==> src/rtl/uart_block_link_if.sv <==
// Block/result handshake bundle between the serial link and a cipher core.
// Link side drives key/data/mode/blk_valid and res_ready; core side drives the rest.
interface uart_block_link_if #(
    parameter int BLOCK_BYTES = 8
) ();
    logic [8*BLOCK_BYTES-1:0] key_out;
    logic [8*BLOCK_BYTES-1:0] data_out;
    logic                     mode_out;
    logic                     blk_valid;
    logic                     blk_ready;
    logic [8*BLOCK_BYTES-1:0] res_in;
    logic                     res_valid;
    logic                     res_ready;

    modport master (
        output key_out, data_out, mode_out, blk_valid, res_ready,
        input  blk_ready, res_in, res_valid
    );

    modport slave (
        input  key_out, data_out, mode_out, blk_valid, res_ready,
        output blk_ready, res_in, res_valid
    );
endinterface

==> src/rtl/uart_block_link.sv <==
// 8N1 UART command front end: assembles K/E/D packets into {key, data, mode} blocks and serialises results.
// Block valid one cycle after the last stop-bit sample; blk_valid holds until taken, K commits defer behind it.
module uart_block_link #(
    parameter int CLK_FREQ     = 50,
    parameter int BAUD         = 10,
    parameter int BLOCK_BYTES  = 8,
    parameter int TIMEOUT_BITS = 32
) (
    input  logic              clk,
    input  logic              rst_n,
    input  logic              uart_rx,
    output logic              uart_tx,
    uart_block_link_if.master cif,
    output logic              key_loaded,
    output logic              rx_busy,
    output logic              tx_busy,
    output logic              err_pulse
);
    localparam int CPB    = CLK_FREQ / BAUD;
    localparam int W      = 8 * BLOCK_BYTES;
    localparam int CW     = $clog2(CPB + 1);
    localparam int TO_CYC = TIMEOUT_BITS * CPB;
    localparam int TW     = $clog2(TO_CYC + 1);
    localparam int BW     = $clog2(BLOCK_BYTES + 1);

    localparam logic [7:0] CMD_K = 8'h4B;
    localparam logic [7:0] CMD_E = 8'h45;
    localparam logic [7:0] CMD_D = 8'h44;

    typedef enum logic [1:0] {R_IDLE, R_START, R_DATA, R_STOP} rx_state_e;
    typedef enum logic [1:0] {P_CMD, P_PAYLOAD, P_DONE} pkt_state_e;

    logic            rx_s1_q, rx_s2_q, rx_s3_q;
    rx_state_e       rx_st_q, rx_st_d;
    logic [CW-1:0]   rx_cnt_q, rx_cnt_d;
    logic [2:0]      rx_bit_q, rx_bit_d;
    logic [7:0]      rx_sh_q, rx_sh_d;
    logic            byte_vld, frame_err;

    pkt_state_e      pk_st_q, pk_st_d;
    logic [7:0]      cmd_q, cmd_d;
    logic [W-1:0]    stage_q, stage_d;
    logic [BW-1:0]   bcnt_q, bcnt_d;
    logic [TW-1:0]   tmo_q, tmo_d;

    logic [W-1:0]    key_q, key_d, data_q, data_d, dfk_q, dfk_d;
    logic            mode_q, mode_d, bv_q, bv_d, kl_q, kl_d, dfv_q, dfv_d, err_q, err_d;
    logic            hs;

    logic            tx_busy_q, tx_busy_d, res_rdy_q, res_rdy_d, tx_q, tx_d;
    logic [CW-1:0]   tx_cnt_q, tx_cnt_d;
    logic [3:0]      tx_bit_q, tx_bit_d;
    logic [BW-1:0]   tx_byte_q, tx_byte_d;
    logic [W-1:0]    tx_buf_q, tx_buf_d;
    logic [7:0]      tx_cur;

    assign tx_cur = tx_buf_q[W-1 -: 8];
    assign hs     = bv_q && cif.blk_ready;

    always_comb begin
        rx_st_d   = rx_st_q;
        rx_cnt_d  = rx_cnt_q;
        rx_bit_d  = rx_bit_q;
        rx_sh_d   = rx_sh_q;
        byte_vld  = 1'b0;
        frame_err = 1'b0;
        pk_st_d   = pk_st_q;
        cmd_d     = cmd_q;
        stage_d   = stage_q;
        bcnt_d    = bcnt_q;
        tmo_d     = tmo_q;
        key_d     = key_q;
        data_d    = data_q;
        mode_d    = mode_q;
        kl_d      = kl_q;
        dfv_d     = dfv_q;
        dfk_d     = dfk_q;
        err_d     = 1'b0;
        bv_d      = bv_q && !hs;
        tx_busy_d = tx_busy_q;
        res_rdy_d = res_rdy_q;
        tx_d      = tx_q;
        tx_cnt_d  = tx_cnt_q;
        tx_bit_d  = tx_bit_q;
        tx_byte_d = tx_byte_q;
        tx_buf_d  = tx_buf_q;

        // RX bit engine: every sample point is a whole number of clocks after the start-bit midpoint
        case (rx_st_q)
            R_IDLE: begin
                if (rx_s3_q && !rx_s2_q) begin
                    rx_st_d  = R_START;
                    rx_cnt_d = '0;
                end
            end
            R_START: begin
                if (rx_cnt_q == CW'(CPB / 2 - 1)) begin
                    rx_cnt_d = '0;
                    rx_bit_d = '0;
                    rx_st_d  = rx_s2_q ? R_IDLE : R_DATA;
                end else begin
                    rx_cnt_d = rx_cnt_q + 1'b1;
                end
            end
            R_DATA: begin
                if (rx_cnt_q == CW'(CPB - 1)) begin
                    rx_cnt_d = '0;
                    rx_sh_d  = {rx_s2_q, rx_sh_q[7:1]};
                    if (rx_bit_q == 3'd7) rx_st_d = R_STOP;
                    else                  rx_bit_d = rx_bit_q + 1'b1;
                end else begin
                    rx_cnt_d = rx_cnt_q + 1'b1;
                end
            end
            default: begin
                if (rx_cnt_q == CW'(CPB - 1)) begin
                    rx_st_d   = R_IDLE;
                    byte_vld  = rx_s2_q;
                    frame_err = !rx_s2_q;
                end else begin
                    rx_cnt_d = rx_cnt_q + 1'b1;
                end
            end
        endcase

        if (hs && dfv_q) begin
            key_d = dfk_q;
            dfv_d = 1'b0;
        end

        if (frame_err) begin
            err_d   = 1'b1;
            pk_st_d = P_CMD;
            stage_d = '0;
        end else begin
            case (pk_st_q)
                P_CMD: begin
                    if (byte_vld) begin
                        if (rx_sh_q == CMD_K || rx_sh_q == CMD_E || rx_sh_q == CMD_D) begin
                            cmd_d   = rx_sh_q;
                            pk_st_d = P_PAYLOAD;
                            bcnt_d  = '0;
                            tmo_d   = '0;
                            stage_d = '0;
                        end else begin
                            err_d = 1'b1;
                        end
                    end
                end
                P_PAYLOAD: begin
                    if (byte_vld) begin
                        stage_d = {stage_q[W-9:0], rx_sh_q};
                        tmo_d   = '0;
                        if (bcnt_q == BW'(BLOCK_BYTES - 1)) pk_st_d = P_DONE;
                        else                                bcnt_d  = bcnt_q + 1'b1;
                    end else if (rx_st_q != R_IDLE) begin
                        tmo_d = '0;
                    end else if (tmo_q == TW'(TO_CYC - 1)) begin
                        err_d   = 1'b1;
                        pk_st_d = P_CMD;
                        stage_d = '0;
                    end else begin
                        tmo_d = tmo_q + 1'b1;
                    end
                end
                default: begin
                    pk_st_d = P_CMD;
                    if (cmd_q == CMD_K) begin
                        // A key landing on the handshake cycle is newer than any deferred one
                        if (!bv_q || hs) begin
                            key_d = stage_q;
                            kl_d  = 1'b1;
                            dfv_d = 1'b0;
                        end else begin
                            dfk_d = stage_q;
                            dfv_d = 1'b1;
                        end
                    end else if (!kl_q || bv_q) begin
                        err_d = 1'b1;
                    end else begin
                        data_d = stage_q;
                        mode_d = (cmd_q == CMD_D);
                        bv_d   = 1'b1;
                    end
                end
            endcase
        end

        if (!tx_busy_q) begin
            res_rdy_d = 1'b1;
            if (cif.res_valid && res_rdy_q) begin
                tx_busy_d = 1'b1;
                res_rdy_d = 1'b0;
                tx_buf_d  = cif.res_in;
                tx_cnt_d  = '0;
                tx_bit_d  = '0;
                tx_byte_d = '0;
                tx_d      = 1'b0;
            end
        end else if (tx_cnt_q == CW'(CPB - 1)) begin
            tx_cnt_d = '0;
            if (tx_bit_q == 4'd9) begin
                if (tx_byte_q == BW'(BLOCK_BYTES - 1)) begin
                    tx_busy_d = 1'b0;
                    res_rdy_d = 1'b1;
                    tx_d      = 1'b1;
                end else begin
                    tx_byte_d = tx_byte_q + 1'b1;
                    tx_bit_d  = '0;
                    tx_buf_d  = tx_buf_q << 8;
                    tx_d      = 1'b0;
                end
            end else begin
                tx_bit_d = tx_bit_q + 1'b1;
                tx_d     = (tx_bit_q == 4'd8) ? 1'b1 : tx_cur[tx_bit_q[2:0]];
            end
        end else begin
            tx_cnt_d = tx_cnt_q + 1'b1;
        end
    end

    always_ff @(posedge clk or negedge rst_n) begin
        if (!rst_n) begin
            rx_s1_q   <= 1'b1;
            rx_s2_q   <= 1'b1;
            rx_s3_q   <= 1'b1;
            rx_st_q   <= R_IDLE;
            rx_cnt_q  <= '0;
            rx_bit_q  <= '0;
            rx_sh_q   <= '0;
            pk_st_q   <= P_CMD;
            cmd_q     <= '0;
            stage_q   <= '0;
            bcnt_q    <= '0;
            tmo_q     <= '0;
            key_q     <= '0;
            data_q    <= '0;
            mode_q    <= 1'b0;
            bv_q      <= 1'b0;
            kl_q      <= 1'b0;
            dfv_q     <= 1'b0;
            dfk_q     <= '0;
            err_q     <= 1'b0;
            tx_busy_q <= 1'b0;
            res_rdy_q <= 1'b0;
            tx_q      <= 1'b1;
            tx_cnt_q  <= '0;
            tx_bit_q  <= '0;
            tx_byte_q <= '0;
            tx_buf_q  <= '0;
        end else begin
            rx_s1_q   <= uart_rx;
            rx_s2_q   <= rx_s1_q;
            rx_s3_q   <= rx_s2_q;
            rx_st_q   <= rx_st_d;
            rx_cnt_q  <= rx_cnt_d;
            rx_bit_q  <= rx_bit_d;
            rx_sh_q   <= rx_sh_d;
            pk_st_q   <= pk_st_d;
            cmd_q     <= cmd_d;
            stage_q   <= stage_d;
            bcnt_q    <= bcnt_d;
            tmo_q     <= tmo_d;
            key_q     <= key_d;
            data_q    <= data_d;
            mode_q    <= mode_d;
            bv_q      <= bv_d;
            kl_q      <= kl_d;
            dfv_q     <= dfv_d;
            dfk_q     <= dfk_d;
            err_q     <= err_d;
            tx_busy_q <= tx_busy_d;
            res_rdy_q <= res_rdy_d;
            tx_q      <= tx_d;
            tx_cnt_q  <= tx_cnt_d;
            tx_bit_q  <= tx_bit_d;
            tx_byte_q <= tx_byte_d;
            tx_buf_q  <= tx_buf_d;
        end
    end

    assign cif.key_out   = key_q;
    assign cif.data_out  = data_q;
    assign cif.mode_out  = mode_q;
    assign cif.blk_valid = bv_q;
    assign cif.res_ready = res_rdy_q;
    assign uart_tx       = tx_q;
    assign key_loaded    = kl_q;
    assign rx_busy       = (pk_st_q != P_CMD);
    assign tx_busy       = tx_busy_q;
    assign err_pulse     = err_q;
endmodule

==> src/flat_wrapper.sv <==
// flat-port wrapper written by rule: the top's interface ports become plain ports
module uart_block_link_flat 
#(
    parameter int CLK_FREQ     = 50,
    parameter int BAUD         = 10,
    parameter int BLOCK_BYTES  = 8,
    parameter int TIMEOUT_BITS = 32
)
  (clk, rst_n, uart_rx, uart_tx, key_loaded, rx_busy, tx_busy, err_pulse, cif_key_out, cif_data_out, cif_mode_out, cif_blk_valid, cif_res_ready, cif_blk_ready, cif_res_in, cif_res_valid);
  uart_block_link_if #(.BLOCK_BYTES(BLOCK_BYTES)) cif_i ();
  input  logic clk;
  input  logic rst_n;
  input  logic uart_rx;
  output logic uart_tx;
  output logic key_loaded;
  output logic rx_busy;
  output logic tx_busy;
  output logic err_pulse;
  output wire logic [$bits(cif_i.key_out)-1:0] cif_key_out;
  output wire logic [$bits(cif_i.data_out)-1:0] cif_data_out;
  output wire logic [$bits(cif_i.mode_out)-1:0] cif_mode_out;
  output wire logic [$bits(cif_i.blk_valid)-1:0] cif_blk_valid;
  output wire logic [$bits(cif_i.res_ready)-1:0] cif_res_ready;
  input wire logic [$bits(cif_i.blk_ready)-1:0] cif_blk_ready;
  input wire logic [$bits(cif_i.res_in)-1:0] cif_res_in;
  input wire logic [$bits(cif_i.res_valid)-1:0] cif_res_valid;
  assign cif_key_out = cif_i.key_out;
  assign cif_data_out = cif_i.data_out;
  assign cif_mode_out = cif_i.mode_out;
  assign cif_blk_valid = cif_i.blk_valid;
  assign cif_res_ready = cif_i.res_ready;
  assign cif_i.blk_ready = cif_blk_ready;
  assign cif_i.res_in = cif_res_in;
  assign cif_i.res_valid = cif_res_valid;
  uart_block_link #(.CLK_FREQ(CLK_FREQ), .BAUD(BAUD), .BLOCK_BYTES(BLOCK_BYTES), .TIMEOUT_BITS(TIMEOUT_BITS)) u_core (.clk(clk), .rst_n(rst_n), .uart_rx(uart_rx), .uart_tx(uart_tx), .cif(cif_i), .key_loaded(key_loaded), .rx_busy(rx_busy), .tx_busy(tx_busy), .err_pulse(err_pulse));
endmodule
==> config.mk <==
export PLATFORM = sky130hd
export DESIGN_NAME = uart_block_link_flat
export DESIGN_NICKNAME = d
export VERILOG_FILES = /design/src/rtl/uart_block_link_if.sv /design/src/rtl/uart_block_link.sv /design/src/flat_wrapper.sv
export SDC_FILE = /design/constraint.sdc
export NUM_CORES = 1
export LEC_CHECK = 0
export ABC_CLOCK_PERIOD_IN_PS = 2800
export BUFFER_PORTS_ARGS = -buffer_cell sky130_fd_sc_hd__buf_4
export CAP_MARGIN = 20
export CORE_ASPECT_RATIO = 0.6
export CORE_MARGIN = 2
export CORE_UTILIZATION = 47
export CTS_CLUSTER_DIAMETER = 150
export CTS_CLUSTER_SIZE = 40
export DETAILED_ROUTE_END_ITERATION = 12
export PLACE_DENSITY = 0.67
export SLEW_MARGIN = 40
export SYNTH_ARGS = -nofsm -noshare
export SYNTH_HDL_FRONTEND = slang
export SYNTH_SLANG_ARGS = --single-unit
export TNS_END_PERCENT = 30
==> constraint.sdc <==
create_clock -name clk -period 2.8 [get_ports clk]
set_input_delay 0.7 -clock clk [delete_from_list [all_inputs] [get_ports clk]]
set_output_delay 0.7 -clock clk [all_outputs]
set_load 0.02 [all_outputs]
==> results.yml, run 1 <==
outcome:
  status: "finished clean"
synthesis:
  yosys_most_used_dff: "dfrtp_1"
  yosys_warnings: 0
  syn_avg_cell_area_um2: 14.2
  synth-edff-count: 0
  ys_async_sr_fraction_pct: 100
  synth-seq-cells: 380
  synth_area_um2: 16300
  synth.distinct_cells: 58
  postSynthCellCount: 1147
  yosysSeqAreaShare_pct: 58.3
  synth_nets: 1234
pwr:
  p_clk_share_pct: 29.7
  peakVddDrop_v: 0.000371
  switching_share_pct: 24.0
  p_seq_share_pct: 63.7
  internal_power_mw: 6.66
  power_frac_comb_pct: 6.6
  p_sw_mw: 2.10
  p_leak_nw: 9.45
  power.density_nw_per_um2: 467
clocking:
  postCtsResizedCells: 0
  cts_max_level: 1
  cts.clk_slew.worst_paths_ns: 0.16
  post_cts_buffers: 0
  clk_path_buf_depth: 3
  cts_root_buffer: "clkbuf_16"
  cts_sinks: 380
  cts_tree: "done"
  clkLatencyLatePin_ns: 0.55
  cts_inserted_buffers: 13
  holdBufCountCts: 0
setup_path:
  crit_required_ns: 2.10
  worstSetupStartpointType: "register"
  r2r_setup_slack_ns: 0.38
  ff2ff_path_depth: 8
  cp_max_fo: 65
  cp.arrival_ns: 1.92
  crit_path_end_kind: "output port"
  rr_endpoint: "u_core.cif.key_out[9]$_DFF_PN0_"
  worstSetupPathType: "register to output port"
  r2r-start: "u_core.rx_cnt_q[0]$_DFFE_PN0P_"
floorplanning:
  die_w_um: 244
  die_area_um2: 36200
  core_um2: 34000
  die_h_um: 148
  start_util_pct: 48.0
  rows: 52
  io_pins: 205
routing:
  wl_per_cell_um: 20.3
  wl_mm: 36.1
  vias: 9972
  viasPerCell: 5.61
  drtIter0Drc: 700
  postRouteAntennaNets: 0
  drc: 0
  drt-pass1-iter-count: 5
cells_and_area:
  area_growth_pct: 15.0
  nets: 1401
  final_common_cell: "dfrtp_1"
  drive_gt1_share_pct: 44.8
  final_cell_mix: "dfrtp_1 (375), mux2_2 (238), buf_4 (214)"
  final_area_um2: 18800
  fin_util_pct: 55.2
  antenna_cells: 0
timing:
  finalCriticalPeriod_ns: 2.62
  rsz0062_at_grt: "no"
  finalSetupTns_ns: 0
  slew_violations: 0
  relSlewSlack_pct: 54.0
  hold_viol: 0
  finalClockSkew_ns: 0.0464
  setup_viol: 0
  finalCritPeriodShare_pct: 93.7
  fin_ws_ns: 0.177
  fmaxAchievable_mhz: 381
  worst_pin_slew_ns: 0.689
worst_hold_path:
  worstHoldPathType: "input port to async pin"
place:
  port_buffers: 204
  place_ws_ns: 0.404
  routabilityCongestion: 0.811
  hpwl_mm: 23.7
  placed_area_um2: 18400
global_route:
  grt_pass1_vias: 10025
  grt_max_degree: 116
  grt_util_all_layers_pct: 20.2
  grt_pass1_wl_mm: 58.4
  grt_antenna_before_repair: 0
  gr-total-overflow: 0
job:
  drv_cap: 0
==> metal layers <==
metal / up-vias / wire, um / global-route usage [%]
li1: 4575 / - / -
met1: 5238 / 18800 / 32.4
met2: 135 / 15800 / 29.5
met3: 24 / 1060 / 2.62
met4: 0 / 465 / 3.05
met5: - / 0 / 0
==> registers in the layout, summed over array words and instances (netlist names), 8 cells and up <==
register,flops
u_core.cif.data_out,64
u_core.cif.key_out,64
u_core.dfk_q,64
u_core.stage_q,64
u_core.tx_buf_q,64
u_core.cmd_q,8
u_core.rx_sh_q,8
u_core.tmo_q,8
==> per-stage QoR <==
stage / total power, mW / hold WS [ns] / cells
3_5_place_dp: 6.27 / 0.357 / 1758
5_1_grt: 9.12 / 0.0234 / 1778
4_1_cts: 8.84 / 0.0243 / 1778
3_3_place_gp: 6.24 / 0.349 / 1758
2_1_floorplan: 5.96 / 0.345 / 1147
6_report: 8.76 / 0.0239 / 1778
==> synthesized netlist by cell type (all sizes together) (3+ instances only) <==
cell	number	area (um^2)
a21o	3	22.5
a21oi	16	80.1
a22o	78	683
and2	6	40.0
and3	4	25.0
and3b	5	43.8
buf	38	270
clkbuf	37	139
dfrtp	376	9410
dfstp	4	105
ha	18	225
inv	16	60.1
mux2	271	3170
mux2i	3	30.0
nand2	40	153
nand2b	12	75.1
nand3	8	40.0
nand3b	57	428
nand4	5	31.3
nor2	14	60.1
nor2b	6	40.0
nor3	8	40.0
nor4	4	25.0
o211ai	3	22.5
o21ai	19	95.1
o221a	56	631
o22ai	3	18.8
o2bb2ai	3	26.3
o31ai	3	22.5
or2	5	33.8
or3	3	18.8
==> power groups by stage <==
stage	sequential, mW	clock [mW]	combinational [mW]
detailed placement	5.69	0	0.578
CTS	5.58	2.68	0.580
global placement	5.68	0	0.556
floorplan	5.68	0	0.288
global route	5.59	2.87	0.651
finish	5.58	2.60	0.574
==> worst max path at each step <==
stage | end | depth (start not counted) | from
2_1_floorplan | u_core.cif.data_out[37]$_DFFE_PN0P_ | 9 | u_core.rx_cnt_q[0]$_DFFE_PN0P_
3_3_place_gp | u_core.cif.key_out[15]$_DFF_PN0_ | 8 | u_core.rx_cnt_q[0]$_DFFE_PN0P_
3_5_place_dp | u_core.cif.key_out[9]$_DFF_PN0_ | 8 | u_core.rx_cnt_q[0]$_DFFE_PN0P_
4_1_cts | tx_busy | 2 | u_core.tx_busy$_DFF_PN0_
5_1_grt | tx_busy | 2 | u_core.tx_busy$_DFF_PN0_
6_report | tx_busy | 2 | u_core.tx_busy$_DFF_PN0_
==> cells by family (layout without fill, tap and decap cells) <==
logic type,after synthesis,in the layout,synth area share [%]
AO/OA/AOI/OAI,193,193,10.4
AND/OR/NAND/NOR,187,187,7.04
buffers and inverters,91,263,2.88
multiplexers,276,276,19.9
adder cells (fa/ha/maj),18,18,1.38
flip-flops,380,380,58.3
XOR/XNOR,2,2,0.107
==> worst max-delay path: stages, from the launching register on <==
cell	delay, ns
dfrtp_2	0.50
buf_4	0.58
buf_4	0.26
==> final cells by class <==
cell class / count / area [um^2]
multi-input combinational: 676 / 6370
fill: 2809 / 15200
clock buffer: 18 / 344
inverter: 16 / 60.1
timing repair buffer: 227 / 1860
clock inverter: 2 / 28.8
sequential: 380 / 9520
tap: 459 / 574
No activity file was read; power rests on OpenSTA's default activity.
==> inputs of run 2 (changes only) <==
- ABC_CLOCK_PERIOD_IN_PS: 2800 -> 2200
- PLACE_DENSITY: 0.67 -> 0.69
- clock period: 2.8 -> 2.2 ns (I/O delays scaled with it)
==> run 2 against run 1 <==
  * Hold slack better by 0.12 ns
  * Sequential share of layout area down 1.7 points
  * Via count up 2.3%
  * Critical path type is now register to register
==> results.yml, run 2 (synthesis results as in run 1) <==
global_route:
  grt_pass1_vias: 10264
  grt_pass1_wl_mm: 58.6
  grt_util_all_layers_pct: 20.2
  grt_antenna_before_repair: 0
  grt_max_degree: 105
  gr-total-overflow: 0
setup_path:
  crit_path_end_kind: "register"
  crit_required_ns: 2.62
  worstSetupPathType: "register to register"
  r2r-start: "u_core.cmd_q[5]$_DFFE_PN0P_"
  slowest_delay_ns: 0.42
  rr_endpoint: "u_core.cif.key_out[61]$_DFF_PN0_"
  crit_chain: "nor4b_2 > nand4_1 > or2_4 > nor2b_4 > buf_12 > clkbuf_16 > mux2_2"
  r2r_setup_slack_ns: 0.05
  ff2ff_path_depth: 7
  cp_max_fo: 16
  cp.arrival_ns: 2.57
  cp_slowest_cell: "dfrtp_1"
  worstSetupStartpointType: "register"
floorplanning:
  die_h_um: 148
  rows: 52
  start_util_pct: 48.0
  io_pins: 205
  die_area_um2: 36200
  die_w_um: 244
  core_um2: 34000
timing:
  finalClockSkew_ns: 0.0356
  worst_pin_slew_ns: 0.554
  finalSetupTns_ns: 0
  setup_viol: 0
  finalCritPeriodShare_pct: 97.7
  fin_ws_ns: 0.0500
  rsz0062_at_grt: "yes"
  relSlewSlack_pct: 63.1
  fmaxAchievable_mhz: 465
  hold_viol: 0
  slew_violations: 0
  finalCriticalPeriod_ns: 2.15
place:
  place_ws_ns: 0.0275
  hpwl_mm: 24.6
  routabilityCongestion: 0.784
  port_buffers: 204
  placed_area_um2: 18700
routing:
  wl_mm: 38.0
  viasPerCell: 5.60
  vias: 10201
  drtIter0Drc: 659
  drc: 0
  wl_per_cell_um: 20.9
  drt-pass1-iter-count: 5
  postRouteAntennaNets: 0
cells_and_area:
  nets: 1442
  drive_gt1_share_pct: 46.9
  final_cell_mix: "dfrtp_1 (374), mux2_2 (234), buf_4 (234)"
  area_growth_pct: 18.9
  antenna_cells: 0
  final_common_cell: "dfrtp_1"
  final_area_um2: 19400
pwr:
  power.density_nw_per_um2: 578
  p_leak_nw: 9.75
  peakVddDrop_v: 0.000454
  p_total_mw: 11.2
worst_hold_path:
  holdPathStages: 1
  hold_start: "uart_rx"
  min_to: "u_core.rx_s1_q$_DFF_PN1_"
  worstHoldPathType: "input port to register"
clocking:
  cts.clk_slew.worst_paths_ns: 0.14
  cts_tree: "done"
  clkLatencyLatePin_ns: 0.54
  cts_root_buffer: "clkbuf_16"
  cts_max_level: 1
  clk_path_buf_depth: 3
  cts_sinks: 380
  cts_inserted_buffers: 13
job:
  drv_cap: 0
outcome:
  status: "finished clean"
[run 2: critical path, delay by kind of cell (launching register included)]
family        cells  cell delay (ns)
mux               1             0.34
simple gates      4             0.92
buf+inv           2             0.37
flops             1             0.42
[run 2: area by class of cell]
cell class                 count  area (um^2)
multi-input combinational    676         6410
sequential                   380         9520
tap                          459          574
fill                        2734        14600
clock buffer                  20          352
inverter                      16         60.1
clock inverter                 1         20.0
timing repair buffer         268         2460
[run 2: power by group]
| group | total (mW) | switching, mW | leakage (nW) | internal [mW] |
|---|---|---|---|---|
| clock network | 3.28 | 2.12 | 0.178 | 1.16 |
| registers | 7.10 | 0.0469 | 5.25 | 7.05 |
| logic | 0.844 | 0.498 | 4.32 | 0.347 |
| total | 11.2 | 2.66 | 9.75 | 8.55 |
[run 2: worst max-delay path by stage]
stage,start,cells past startpoint,endpoint
2_1_floorplan,u_core.rx_cnt_q[0]$_DFFE_PN0P_,9,u_core.cif.data_out[37]$_DFFE_PN0P_
3_3_place_gp,u_core.rx_cnt_q[1]$_DFFE_PN0P_,8,u_core.dfk_q[35]$_DFFE_PN0P_
3_5_place_dp,u_core.rx_cnt_q[1]$_DFFE_PN0P_,8,u_core.dfk_q[59]$_DFFE_PN0P_
4_1_cts,u_core.rx_st_q[1]$_DFFE_PN0P_,7,u_core.cif.key_out[3]$_DFF_PN0_
5_1_grt,u_core.cmd_q[5]$_DFFE_PN0P_,7,u_core.cif.key_out[61]$_DFF_PN0_
6_report,u_core.cmd_q[5]$_DFFE_PN0P_,7,u_core.cif.key_out[61]$_DFF_PN0_
[run 2: repair_timing]
action | in CTS | in global routing
resized for setup | 0 | 17
hold buffers | 1 | 0
setup buffers | 0 | 8
endpoints found under the hold margin | 10 | 0
setup endpoints to repair | 0 | 172
[run 2: layer usage]
layer | global-route usage [%] | vias up | share of wire, % | routed length [um]
met3 | 2.53 | 28 | 3.3 | 1240
met2 | 30.1 | 169 | 45 | 17000
met4 | 3.72 | 0 | 1.5 | 589
li1 | - | 4660 | - | -
met5 | 0 | - | 0 | 0
met1 | 31.9 | 5344 | 51 | 19200
[run 2: through the flow]
step / instances / hold WS (ns) / utilization (%)
after floorplan: 1147 / 0.254 / -
after global placement: 1783 / 0.346 / 55.1
after detailed placement: 1783 / 0.347 / 55.1
after CTS: 1805 / 0.115 / 56.2
after global routing: 1820 / 0.108 / 57.1
final: 1820 / 0.139 / 57.1
